<file path="src/rtl/adder_multiword_seq.sv">
// adder_multiword_seq
//   Performs a WORDS*WIDTH-bit addition by streaming WIDTH-bit slices, LSW
//   first, through an external registered adder (1-cycle s/co latency).
//   Each slice takes two cycles: ISSUE presents the slice and CAPTURE stores
//   the registered result. Only one operation is in flight at a time.
//
// Ports
//   clk, rst_n          : clock (rising edge), asynchronous active-low reset
//   in_valid/in_ready   : operand handshake (in_ready high only in IDLE)
//   op_a, op_b, cin     : full-width operands and carry-in, latched on accept
//   out_valid/out_ready : result handshake (out_valid high only in DONE)
//   sum, cout           : full-width result and carry-out of the top slice
//   add_a/add_b/add_ci  : slice operands driven to the external adder
//   add_s/add_co        : registered sum/carry returned by the external adder
module adder_multiword_seq #(
  parameter int WIDTH = 32,
  parameter int WORDS = 4
) (
  input  logic                     clk,
  input  logic                     rst_n,
  input  logic                     in_valid,
  output logic                     in_ready,
  input  logic [WIDTH*WORDS-1:0]   op_a,
  input  logic [WIDTH*WORDS-1:0]   op_b,
  input  logic                     cin,
  output logic                     out_valid,
  input  logic                     out_ready,
  output logic [WIDTH*WORDS-1:0]   sum,
  output logic                     cout,
  output logic [WIDTH-1:0]         add_a,
  output logic [WIDTH-1:0]         add_b,
  output logic                     add_ci,
  input  logic [WIDTH-1:0]         add_s,
  input  logic                     add_co
);

  localparam int              FULL   = WIDTH * WORDS;
  localparam int              KW     = (WORDS > 1) ? $clog2(WORDS) : 1;
  localparam logic [KW-1:0]   K_LAST = KW'(WORDS - 1);

  typedef enum logic [1:0] {
    IDLE    = 2'd0,
    ISSUE   = 2'd1,
    CAPTURE = 2'd2,
    DONE    = 2'd3
  } state_t;

  state_t            state_q, state_d;
  logic [FULL-1:0]   a_q, a_d;
  logic [FULL-1:0]   b_q, b_d;
  logic [FULL-1:0]   sum_q, sum_d;
  logic              cin_q, cin_d;
  logic              carry_q, carry_d;
  logic              cout_q, cout_d;
  logic [KW-1:0]     k_q, k_d;

  logic [WIDTH-1:0]  a_slice;
  logic [WIDTH-1:0]  b_slice;
  logic              ci_slice;
  logic              drive;

  always_comb begin
    a_slice  = a_q[k_q*WIDTH +: WIDTH];
    b_slice  = b_q[k_q*WIDTH +: WIDTH];
    // Slice 0 takes the external carry-in; later slices chain the carry
    // captured from the previous slice.
    ci_slice = (k_q == '0) ? cin_q : carry_q;

    state_d  = state_q;
    a_d      = a_q;
    b_d      = b_q;
    sum_d    = sum_q;
    cin_d    = cin_q;
    carry_d  = carry_q;
    cout_d   = cout_q;
    k_d      = k_q;

    case (state_q)
      IDLE: begin
        if (in_valid) begin
          a_d     = op_a;
          b_d     = op_b;
          cin_d   = cin;
          k_d     = '0;
          state_d = ISSUE;
        end
      end
      ISSUE: begin
        state_d = CAPTURE;
      end
      CAPTURE: begin
        // add_s/add_co here reflect the operands presented during ISSUE;
        // the adder is only ever sampled in this state, so a result left
        // over from an aborted operation cannot be picked up.
        sum_d[k_q*WIDTH +: WIDTH] = add_s;
        carry_d = add_co;
        if (k_q == K_LAST) begin
          cout_d  = add_co;
          state_d = DONE;
        end else begin
          k_d     = k_q + KW'(1);
          state_d = ISSUE;
        end
      end
      DONE: begin
        if (out_ready) begin
          state_d = IDLE;
        end
      end
      default: begin
        state_d = IDLE;
      end
    endcase
  end

  always_ff @(posedge clk or negedge rst_n) begin
    if (!rst_n) begin
      state_q <= IDLE;
      a_q     <= '0;
      b_q     <= '0;
      sum_q   <= '0;
      cin_q   <= 1'b0;
      carry_q <= 1'b0;
      cout_q  <= 1'b0;
      k_q     <= '0;
    end else begin
      state_q <= state_d;
      a_q     <= a_d;
      b_q     <= b_d;
      sum_q   <= sum_d;
      cin_q   <= cin_d;
      carry_q <= carry_d;
      cout_q  <= cout_d;
      k_q     <= k_d;
    end
  end

  // Adder operands stay constant across ISSUE and CAPTURE of a slice and
  // are forced to zero whenever no slice is in flight.
  assign drive     = (state_q == ISSUE) || (state_q == CAPTURE);
  assign add_a     = drive ? a_slice  : '0;
  assign add_b     = drive ? b_slice  : '0;
  assign add_ci    = drive ? ci_slice : 1'b0;

  assign in_ready  = (state_q == IDLE);
  assign out_valid = (state_q == DONE);
  assign sum       = sum_q;
  assign cout      = cout_q;

endmodule

</file>
<file path="config.mk">
export PLATFORM = sky130hd
export DESIGN_NAME = adder_multiword_seq
export DESIGN_NICKNAME = d
export VERILOG_FILES = /design/src/rtl/adder_multiword_seq.sv
export SDC_FILE = /design/constraint.sdc
export NUM_CORES = 1
export LEC_CHECK = 0
export CAP_MARGIN = 20
export CORE_MARGIN = 2
export CORE_UTILIZATION = 40
export DETAILED_ROUTE_END_ITERATION = 12
export PLACE_DENSITY = 0.7
export SETUP_SLACK_MARGIN = 0.15
export SYNTH_ARGS = -nofsm -noshare
export SYNTH_HDL_FRONTEND = slang
export SYNTH_SLANG_ARGS = --single-unit
</file>
<file path="constraint.sdc">
create_clock -name clk -period 3.8 [get_ports clk]
set_input_delay 0.38 -clock clk [delete_from_list [all_inputs] [get_ports clk]]
set_output_delay 0.38 -clock clk [all_outputs]
set_load 0.02 [all_outputs]
</file>
# After elaboration in Yosys (flattened, before gate mapping)
# Index checks and enable logic that the tools add are counted.
# W data, S select, Z words.
dict set report op_classes {
  reduce_logical 8
  eq_ne 7
  add_sub_neg 2
  n_shift 4
  n_mux 12
}
# op count
set op_table {}
lappend op_table {{$shiftx A128 B8 Y32} 2}
lappend op_table {{$bwmux W128} 1}
lappend op_table {{$shift A32 B34 Y128 const A} 1}
lappend op_table {{$shiftx A32 B34 Y128} 1}
lappend op_table {{$mux W32} 2}
lappend op_table {{$neg A7 Y34} 1}
lappend op_table {{$mux W2} 5}
lappend op_table {{$pmux W2 S4} 1}
lappend op_table {{$eq A2 B2 Y1 const B} 3}
lappend op_table {{$reduce_and A2 Y1} 3}
lappend op_table {{$logic_not A2 Y1} 2}
lappend op_table {{$ne A2 B2 Y1 const B} 2}
lappend op_table {{$pmux W2 S2} 1}
lappend op_table {{$reduce_and A3 Y1} 1}
lappend op_table {{$add A2 B1 Y2 const B} 1}
lappend op_table {{$eq A2 B1 Y1 const B} 1}
lappend op_table {{$mux W1} 2}
lappend op_table {{$ne A2 B1 Y1 const B} 1}
lappend op_table {{$reduce_bool A2 Y1} 1}
lappend op_table {{$logic_or A1 B1 Y1} 1}
dict set report word_totals {
  ff_bits 391
  output_inout_bits 196
  input_bits 294
  word_cells 41
}

# Depth between registers and ports, before layout
dict set report logic_depth {
  depth_word 3
  depth_mapped 8
  mapped_depth_nobuf 5
}

# Least setup slack after synthesis
# No wires, ideal clock.
dict set report synth_timing {
  kind {reg-to-reg}
  from {reg k_q[1]}
  to {reg sum_q[34], in the netlist sum[34]}
  n_path_buf 3
  period_less_slack_ps 2310
  path_slack_ps 1490
  setup_ps 66
  arrival_time_ps 2245
  path_stages_with_launch 9
  cell_sequence {dfrtp_1 > buf_2 > buf_2 > inv_2 > ha_1 > or3b_1 > nor3_4 > buf_6 > a22o_1}
}
dict set report synth_between {
  elab_chain_len 3
  elab_cells_between_ends 4
  classes_between {1 x add/sub; 2 x shift; 1 x mux}
}
# item line_no
set synth_rtl {}
lappend synth_rtl {{start: declaration} 55} ;# logic [KW-1:0] k_q, k_d;
lappend synth_rtl {{start signal: assignment} 134} ;# k_q <= k_d;
lappend synth_rtl {{$neg A7 Y34 (*)} 95} ;# sum_d[k_q*WIDTH +: WIDTH] = add_s;
lappend synth_rtl {{$shiftx A32 B34 Y128 or $shift A32 B34 Y128 (tied branches)} 95}
lappend synth_rtl {{$bwmux W128 (*)} 95}
lappend synth_rtl {{end signal: assignment} 130} ;# sum_q <= sum_d;
lappend synth_rtl {{end: declaration} 51} ;# logic [FULL-1:0] sum_q, sum_d;
# Mark *: on every way between the ends. The rest lies on a longest branch, timed or not.
# A chain may end at the register's enable or synchronous reset.

# Worst setup path in the final report
dict set report layout_timing {
  from {reg state_q[1]}
  to {out add_b[16]}
}
dict set report layout_between {
  elab_chain_len 3
  elab_cells_between_ends 4
  classes_between {2 x eq/ne; 1 x mux; 1 x reduce/logical}
}
# item line_no
set layout_rtl {}
lappend layout_rtl {{start: declaration} 48} ;# state_t state_q, state_d;
lappend layout_rtl {{start signal: assignment} 127} ;# state_q <= state_d;
lappend layout_rtl {{$eq A2 B1 Y1 or $eq A2 B2 Y1 (tied branches)} 140} ;# assign drive = (state_q == ISSUE) || (state_q == CAPTURE);
lappend layout_rtl {{$logic_or A1 B1 Y1 (*)} 140}
lappend layout_rtl {{$mux W32 (*)} 142} ;# assign add_b = drive ? b_slice : '0;
lappend layout_rtl {{end: declaration} 31} ;# output logic [WIDTH-1:0] add_b,
# Marks and branches as above.

==> metrics.md <==
| Metric | Value |
|---|---|
| Max FO, Critical Path | 28 |
| Crit-path max cell delay | 0.71 ns |
| Share of post-route cells with drive strength above 1 | 12.8% |
| Leakage | 9.77 nW |
| Critical path cell sequence | inv_1 > ha_2 > buf_4 > and2_1 > clkdlybuf4s50_1 |
| Fin nets | 1818 |
| Clk_lat worst skew | 0.56 ns |
| Clock buffer count from CTS | 43 |
| Multi-input logic area | 6230 µm² |
| Drt drc | 0 |
| Avg Synthesized Cell Area | 16.0 µm² |
| CP required | 3.42 ns |
| Register Area | 9790 µm² |
| Port Buf Inserts | 489 |
| Routed Antenna Nets | 0 |
| CTS Root Cell | clkbuf_16 |
| Via density | 5.27 |
| Sequential fraction of the synthesis area | 59.7% |
| Initial antenna violation count | 9 |
| Hold Fails Final Rpt | 0 |
| Fmax | 298 MHz |
| Fin crit share | 88.3% |
| H-tree depth | 2 |
| Total GRT Usage | 21.6% |
| Crit path arrival time | 2.97 ns |
| CTS tree | yes |
| Synth unique cells | 30 |
| Max_cap viols | 0 |
| Design Area, Final | 23400 µm² |
| Grt total ovfl | 0 |
| Min-Delay Path Class | primary input to flop |
| WL per Instance | 22.1 µm |
| Filler Cell Count | 3276 |
| I/O pin count | 490 |
| Number of global-route vias before repair | 11780 |
| Status | finished, final reports clean |
| Post-Syn Nets | 1326 |
| Cts repair resizes | 0 |
| Power Internal | 0.0139 W |
| Comb pwr share | 44.9% |
| Max Slew Vio Count | 0 |
| Setup TNS | 0 ns |
| Area after DPL | 21900 µm² |
| Starting density of the core | 40.3% |
| RD Place Congestion | 0.841 |
| Number of enable flip-flop cells after synthesis | 0 |
| RSZ-0062 raised after global routing | false |
| Via count | 10990 |
| Pre-Repair DR Iteration Count | 4 |
| Post-Syn Area | 16400 µm² |
| Detailed Route WL | 46100 µm |
| Pin count of the biggest net entering global routing | 127 |
| Reg power frac | 35.4% |
| Cell row count | 74 |
| Clk pin slew, worst setup/hold paths | 0.06 ns |
| DRT iter0 DRCs | 540 |
| Ys async rst share | 100% |
| Net Sw Frac | 34.2% |
| Die Y | 206 µm |
| Clk buf depth | 3 |
| Clk sinks | 391 |
| Peak supply drop | 0.000618 V |
| Setup crit start kind | flop |
| Post-DP HPWL | 33000 µm |
| Die X | 206 µm |
| Worst setup path category | flop to output port |
| Max_slew headroom | 34.1% |
| Yosys Warn Count | 0 |
| Highest-delay cell along the critical path | ha_2 |
| Die area | 42600 µm² |
| Area delta synth->final | 42.6% |
| Syn Inst Count | 1023 |
| Endpoints failing setup | 0 |
| Clock power share | 19.8% |
| Post-synth top flop | dfrtp_1 |
| Core box area | 40600 µm² |
| Global-route wire length before repair | 69800 µm |
| Fin util | 57.5% |
| Critical Path End Type | output port |
| Worst Tran Pin Value | 0.988 ns |
| Final Critical Period | 3.35 ns |
| Pwr dens | 903 nW/µm² |
| Yosys reg bits | 391 |
| Clock skew | 0.0226 ns |
| Net switching power | 0.00723 W |
[cells in the mapped netlist, types with 3 or more instances]
cell,number,area [µm²]
buf_1,7,26.3
mux4_2,64,1440
a22o_1,130,1140
buf_6,7,78.8
nor2b_1,3,18.8
and2_1,64,400
mux2_1,239,2690
buf_2,38,190
ha_1,9,113
nand2_1,8,30.0
clkbuf_1,22,82.6
dfrtp_1,391,9780
mux2_2,20,225
[metal layers]
| metal | vias up | GRT usage (%) | share of wire [%] |
|---|---|---|---|
| met5 | - | 0 | 0.091 |
| met4 | 6 | 8.21 | 2.9 |
| met3 | 84 | 5.98 | 7.9 |
| met2 | 404 | 35.6 | 49 |
| met1 | 5693 | 27.2 | 40 |
| li1 | 4803 | - | - |
[cells in the final DEF (no fill, tap or decap), types with 2 or more instances in the layout]
master           count
clkbuf_1             6
nor2b_1              3
a22o_1             130
bufinv_16            3
inv_6                4
nand2_1              7
mux2_2              20
clkinv_2             9
and2_1              64
clkdlybuf4s50_1    488
dfrtp_1            389
ha_1                 8
inv_1                2
inv_2                2
diode_2              8
clkinvlp_4           3
clkbuf_16           43
mux4_2              64
dfrtp_4              2
buf_4               25
buf_12               7
or2_1                2
nor3_4               2
clkbuf_8             9
mux2_1             239
[timing repair]
action | in CTS | in global routing
setup buffers | 0 | 0
endpoints found under the hold margin | 64 | 0
hold buffers | 1 | 0
[power by group through the flow]
stage	combinational, W	sequential, W	clock (W)
2_1_floorplan	0.00495	0.00779	0
4_1_cts	0.00963	0.00751	0.00428
6_report	0.00947	0.00747	0.00417
3_5_place_dp	0.00957	0.00757	0
5_1_grt	0.0101	0.00773	0.00445
3_3_place_gp	0.00943	0.00747	0
[cells by family after synthesis]
logic type	Yosys count	synth area share, %
flops	391	59.7
mux	324	26.7
compound gates	136	7.21
simple gates	84	3.30
buf+inv	79	2.44
fa+ha+maj	9	0.687
[sequential cells by signal, indices dropped and copies added (netlist names)]
register / count
sum: 128
cin_q: 1
cout: 1
b_q: 128
carry_q: 1
k_q: 2
state_q: 2
a_q: 128
[worst max-delay path, delay by kind of cell, from the launching register on]
kind                       cells  cell delay (ns)
adders and majority gates      1             0.71
buffers and inverters          3             1.08
DFF                            1             0.40
and+or+nand+nor                1             0.21
[area by class of cell]
class                           count  area share (%)
Clock buffer                       58            5.23
Clock inverter                     19           0.824
Sequential cell                   391            41.9
Antenna cell                        8          0.0856
Inverter                            4          0.0642
Timing Repair Buffer              522            22.4
Tap cell                          532            2.85
Multi-Input combinational cell    553            26.7
[stage by stage]
step           power (W)  setup WS [ns]  cells  hold slack, ns
5_1_grt           0.0223          0.243   2083           0.392
4_1_cts           0.0214          0.318   2079           0.374
2_1_floorplan     0.0127           1.49   1023          0.0844
3_5_place_dp      0.0171          0.961   2001           0.477
6_report          0.0211          0.446   2087           0.410
3_3_place_gp      0.0169          0.994   2001           0.469
[final timing paths]
check,startpoint,endpoint,slack (ns),cells past startpoint
max reg2reg,k_q[0],sum[88],1.01,6
min,op_a[28],a_q[28],0.41,2
min in group asynchronous,rst_n,b_q[22],0.53,2
max in group asynchronous,rst_n,a_q[60],2.26,3
min reg2reg,a_q[87],a_q[87],0.48,1
max,state_q[1],add_b[16],0.45,5
Note: power is estimated with default switching activity, not from simulation.
